[src/rtl/mmio_store_port_if.sv]
// Store-snoop and output-port bundle for mmio_store_port.
// master: processor/consumer side; slave: the port itself.
interface mmio_store_port_if #(
  parameter int unsigned DEPTH = 4
);
  logic                     MemWriteM;
  logic [31:0]              DataAdrM;
  logic [31:0]              WriteDataM;
  logic [31:0]              OutData;
  logic                     OutValid;
  logic                     OutReady;
  logic [$clog2(DEPTH):0]   Count;
  logic                     Overflow;
  logic                     Done;
  logic [31:0]              DoneCode;

  modport master (
    output MemWriteM, DataAdrM, WriteDataM, OutReady,
    input  OutData, OutValid, Count, Overflow, Done, DoneCode
  );

  modport slave (
    input  MemWriteM, DataAdrM, WriteDataM, OutReady,
    output OutData, OutValid, Count, Overflow, Done, DoneCode
  );
endinterface

[src/rtl/mmio_store_port.sv]
// MMIO output port: stores to PORT_ADDR feed a FIFO drained by valid/ready.
// Ports: clk, reset (async high), bus (slave: store snoop in, FIFO/done out).
module mmio_store_port #(
  parameter int unsigned DEPTH     = 4,
  parameter logic [31:0] PORT_ADDR = 32'h0000_0080,
  parameter logic [31:0] DONE_ADDR = 32'h0000_0084
) (
  input  logic             clk,
  input  logic             reset,
  mmio_store_port_if.slave bus
);
  localparam int unsigned   AW   = $clog2(DEPTH);
  localparam int unsigned   CW   = AW + 1;
  localparam logic [CW-1:0] FULL = CW'(DEPTH);

  logic [31:0]   mem [DEPTH];
  logic [AW-1:0] wp;
  logic [AW-1:0] rp;
  logic [CW-1:0] cnt;
  logic          ovf;
  logic          done;
  logic [31:0]   code;

  logic push;
  logic pop;
  logic full;
  logic wr;
  logic done_st;

  assign push    = bus.MemWriteM && (bus.DataAdrM == PORT_ADDR);
  assign done_st = bus.MemWriteM && (bus.DataAdrM == DONE_ADDR);
  assign full    = (cnt == FULL);
  assign pop     = (cnt != '0) && bus.OutReady;
  // A pop frees the slot the same edge, so full+pop still accepts.
  assign wr      = push && (!full || pop);

  // Storage needs no reset; it is only read while occupancy is non-zero.
  always_ff @(posedge clk) begin
    if (wr) mem[wp] <= bus.WriteDataM;
  end

  always_ff @(posedge clk or posedge reset) begin
    if (reset) begin
      wp   <= '0;
      rp   <= '0;
      cnt  <= '0;
      ovf  <= 1'b0;
      done <= 1'b0;
      code <= '0;
    end else begin
      if (wr)  wp <= wp + AW'(1);
      if (pop) rp <= rp + AW'(1);
      if (wr && !pop)      cnt <= cnt + CW'(1);
      else if (pop && !wr) cnt <= cnt - CW'(1);
      if (push && !wr) ovf <= 1'b1;
      if (done_st && !done) begin
        done <= 1'b1;
        code <= bus.WriteDataM;
      end
    end
  end

  assign bus.OutData  = mem[rp];
  assign bus.OutValid = (cnt != '0);
  assign bus.Count    = cnt;
  assign bus.Overflow = ovf;
  assign bus.Done     = done;
  assign bus.DoneCode = code;
endmodule

[src/flat_wrapper.sv]
// flat-port wrapper written by rule: the top's interface ports become plain ports
module mmio_store_port_flat 
#(
  parameter int unsigned DEPTH     = 4,
  parameter logic [31:0] PORT_ADDR = 32'h0000_0080,
  parameter logic [31:0] DONE_ADDR = 32'h0000_0084
)
  (clk, reset, bus_MemWriteM, bus_DataAdrM, bus_WriteDataM, bus_OutReady, bus_OutData, bus_OutValid, bus_Count, bus_Overflow, bus_Done, bus_DoneCode);
  mmio_store_port_if #(.DEPTH(DEPTH)) bus_i ();
  input  logic clk;
  input  logic reset;
  input wire logic [$bits(bus_i.MemWriteM)-1:0] bus_MemWriteM;
  input wire logic [$bits(bus_i.DataAdrM)-1:0] bus_DataAdrM;
  input wire logic [$bits(bus_i.WriteDataM)-1:0] bus_WriteDataM;
  input wire logic [$bits(bus_i.OutReady)-1:0] bus_OutReady;
  output wire logic [$bits(bus_i.OutData)-1:0] bus_OutData;
  output wire logic [$bits(bus_i.OutValid)-1:0] bus_OutValid;
  output wire logic [$bits(bus_i.Count)-1:0] bus_Count;
  output wire logic [$bits(bus_i.Overflow)-1:0] bus_Overflow;
  output wire logic [$bits(bus_i.Done)-1:0] bus_Done;
  output wire logic [$bits(bus_i.DoneCode)-1:0] bus_DoneCode;
  assign bus_i.MemWriteM = bus_MemWriteM;
  assign bus_i.DataAdrM = bus_DataAdrM;
  assign bus_i.WriteDataM = bus_WriteDataM;
  assign bus_i.OutReady = bus_OutReady;
  assign bus_OutData = bus_i.OutData;
  assign bus_OutValid = bus_i.OutValid;
  assign bus_Count = bus_i.Count;
  assign bus_Overflow = bus_i.Overflow;
  assign bus_Done = bus_i.Done;
  assign bus_DoneCode = bus_i.DoneCode;
  mmio_store_port #(.DEPTH(DEPTH), .PORT_ADDR(PORT_ADDR), .DONE_ADDR(DONE_ADDR)) u_core (.clk(clk), .reset(reset), .bus(bus_i));
endmodule
[config.mk]
export PLATFORM = sky130hd
export DESIGN_NAME = mmio_store_port_flat
export DESIGN_NICKNAME = d
export VERILOG_FILES = /design/src/rtl/mmio_store_port_if.sv /design/src/rtl/mmio_store_port.sv /design/src/flat_wrapper.sv
export SDC_FILE = /design/constraint.sdc
export NUM_CORES = 1
export LEC_CHECK = 0
export CAP_MARGIN = 40
export CORE_ASPECT_RATIO = 1.1
export CORE_MARGIN = 2
export CORE_UTILIZATION = 42
export CTS_CLUSTER_SIZE = 30
export DETAILED_ROUTE_END_ITERATION = 6
export PLACE_DENSITY = 0.7
export REMOVE_ABC_BUFFERS = 1
export SETUP_SLACK_MARGIN = 0.02
export SLEW_MARGIN = 20
export SYNTH_ARGS = -nofsm -noshare
export SYNTH_HDL_FRONTEND = slang
export SYNTH_SLANG_ARGS = --single-unit
[constraint.sdc]
create_clock -name clk -period 2.1 [get_ports clk]
set_input_delay 0.315 -clock clk [delete_from_list [all_inputs] [get_ports clk]]
set_output_delay 0.315 -clock clk [all_outputs]
set_load 0.02 [all_outputs]
==> impl_metrics.env <==
export IMPL_outcome="completed"
export IMPL_postCtsHoldBufs=0
export IMPL_rsz0062_at_grt="true"
export IMPL_final_max_slew_violation_count=0
export IMPL_io_buffers=137
export IMPL_area_growth_syn_to_layout_pct=40.8
export IMPL_drtIter0Drc=264
export IMPL_arrival_ns=1.77
export IMPL_ios=138
export IMPL_reg2regPathDepth=9
export IMPL_insertion_delay_ns=0.42
export IMPL_ys_seq_elements=169
export IMPL_final_cell_area_mm2=0.00915
export IMPL_r2r_start="u_core.bus.Count[2]"
export IMPL_post_dp_cell_area_mm2=0.00846
export IMPL_holdWs_ns=0.216
export IMPL_tightest_slew_ns=0.420
export IMPL_crit_type="reg2out"
export IMPL_cp_start_kind="register"
export IMPL_antenna_cells=0
export IMPL_finalCritPeriodShare_pct=99.2
export IMPL_pwr_density_cell_mw_per_mm2=729
export IMPL_cp_max_fo=6
export IMPL_antenna_found_initial=0
export IMPL_start_util_pct=43.0
export IMPL_drcViolationCount=0
export IMPL_drt_total_wl_mm=13.2
export IMPL_ys_top_cells_by_area="edfxtp_1 (59%), dfrtp_1 (16%), mux4_2 (11%)"
export IMPL_setup_viol=0
export IMPL_finalHoldViolCount=0
export IMPL_clock_path_buffers=2
export IMPL_ant_nets=0
export IMPL_wire_per_inst_um=19.5
export IMPL_layout_commonest_cell="edfxtp_1"
export IMPL_yosysTopAreaCellShare_pct=59.2
export IMPL_layout_common_cells="edfxtp_1 (128), clkdlybuf4s50_1 (72), dfrtp_1 (39)"
export IMPL_core_area_mm2=0.0151
export IMPL_cts_buffers=17
export IMPL_synthCells=287
export IMPL_cts_tree="done"
export IMPL_p_leak_nw=3.38
export IMPL_die_h_um=134
export IMPL_core_rowCount=47
export IMPL_yosys_area_top_type="edfxtp_1"
export IMPL_overflow=0
export IMPL_synth_area_per_cell_um2=22.6
export IMPL_clkSlewWorstSetupHoldPaths_ns=0.06
export IMPL_max_slew_margin_pct=71.9
export IMPL_peakVddDrop_v=0.000584
export IMPL_vias=3442
export IMPL_ys_types=25
export IMPL_clock_sinks=169
export IMPL_cts_max_level=4
export IMPL_crit_path_end_kind="primary output"
export IMPL_grt_pass1_vias=3891
export IMPL_cp_startpoint="u_core.rp[0]"
export IMPL_nets=545
export IMPL_seq_area_frac_synth_pct=75.0
export IMPL_ys_warn_count=0
export IMPL_syn_area_mm2=0.00650
export IMPL_drive_gt1_share_pct=38.8
export IMPL_worst_clock_skew_ns=0.0102
export IMPL_dp_hpwl_mm=8.66
export IMPL_gp_congestion=0.721
export IMPL_drv_cap=0
export IMPL_critPathCapture="bus_OutData[29]"
export IMPL_fin_crit_ns=2.08
export IMPL_fmax_mhz=480
export IMPL_drtPass1Iterations=4
export IMPL_r2r_end="u_core.bus.Count[2]"
export IMPL_grt_pass1_wl_mm=21.3
export IMPL_root_buffer="clkbuf_16"
export IMPL_track_usage_pct=17.6
export IMPL_die_area_mm2=0.0165
export IMPL_die_width_um=123
export IMPL_r2r_slack_ns=0.07
export IMPL_hp_class="in2async"
export IMPL_grt_max_degree=28
export IMPL_critPathRequiredTime_ns=1.78
export IMPL_via_per_inst=5.06
[cells by family (layout without fill, tap and decap cells)]
group                    after synthesis  in the layout  synth area share, %
flip-flops                           169            169                 75.0
XOR/XNOR                               6              6                0.809
AND/OR/NAND/NOR                       22             22                 2.66
adder cells (fa/ha/maj)                6              6                 1.27
AO/OA/AOI/OAI                          2              2                0.250
buffers and inverters                 16            213                 1.33
multiplexers                          66             66                 18.7
[worst min path at each step]
stage,startpoint,endpoint,slack (ns),cells past startpoint
CTS,reset,u_core.wp[0],0.22,2
finish,reset,u_core.wp[0],0.22,2
floorplan,bus_WriteDataM[0],u_core.mem[0][0],0.41,0
detailed placement,u_core.bus.Overflow,u_core.bus.Overflow,0.48,1
global placement,u_core.bus.Overflow,u_core.bus.Overflow,0.46,1
global route,reset,u_core.bus.DoneCode[13],0.24,2
[worst max-delay path, cell delays in order, from the launching register on]
cell,delay (ns)
dfrtp_2,0.38
buf_6,0.15
buf_12,0.14
mux4_2,0.54
buf_6,0.16
[registers in the layout, indices dropped and copies added, names as in the netlist]
signal / flops
u_core.rp: 2
u_core.bus.DoneCode: 32
u_core.bus.Count: 3
u_core.bus.Done: 1
u_core.bus.Overflow: 1
u_core.mem: 128
u_core.wp: 2
[what timing repair did]
| item | 4_1_cts | 5_1_grt |
|---|---|---|
| setup buffers | 5 | 1 |
| setup endpoints to repair | 132 | 52 |
| gates cloned | 2 | 1 |
| pin swaps | 16 | 12 |
| resized for setup | 194 | 33 |
[synthesized netlist by cell type, drive strengths merged]
library cell  count
edfxtp          128
dfrtp            41
mux2             34
mux4             32
nor4              8
buf               6
clkbuf            5
ha                5
inv               5
and2              4
xnor2             4
nor4b             3
nand4             2
nor2              2
xor2              2
a21o              1
a31o              1
fa                1
nand2             1
nand3             1
or3               1
[power breakdown]
group          switching (mW)  internal (mW)
registers       0.00000000487           3.60
clock network            1.25           1.64
logic                  0.0798          0.102
total                    1.33           5.34
[layer usage]
metal / global-route usage, % / share of wire [%] / vias to the layer above / wire length [um]
met5: 0 / 0 / - / 0
met4: 5.94 / 1.4 / 0 / 183
met3: 5.87 / 6.5 / 13 / 864
met2: 28.9 / 51 / 116 / 6720
met1: 22.1 / 41 / 1780 / 5470
li1: - / - / 1533 / -
[area by class of cell]
cell class / instances / area (um^2)
clock buffers: 19 / 433
clock inverters: 13 / 120
fillers: 1106 / 5970
inverters: 5 / 18.8
multi-input cells: 102 / 1590
flip-flops and latches: 169 / 4870
well taps: 196 / 245
repair buffers: 176 / 1870
[through the flow]
| stage | power, mW | cells | setup slack [ns] | utilization [%] | setup TNS (ns) |
|---|---|---|---|---|---|
| floorplan | 3.69 | 276 | -0.990 | - | -93.07 |
| global placement | 3.86 | 639 | -0.617 | 56.0 | -64.72 |
| detailed placement | 3.87 | 639 | -0.700 | 56.0 | -72.07 |
| CTS | 6.74 | 678 | -0.0258 | 59.8 | -0.0385 |
| global route | 6.91 | 680 | -0.0536 | 60.5 | -0.635 |
| finish | 6.67 | 680 | 0.0160 | 60.5 | 0 |
No activity file was read; power rests on OpenSTA's default activity.
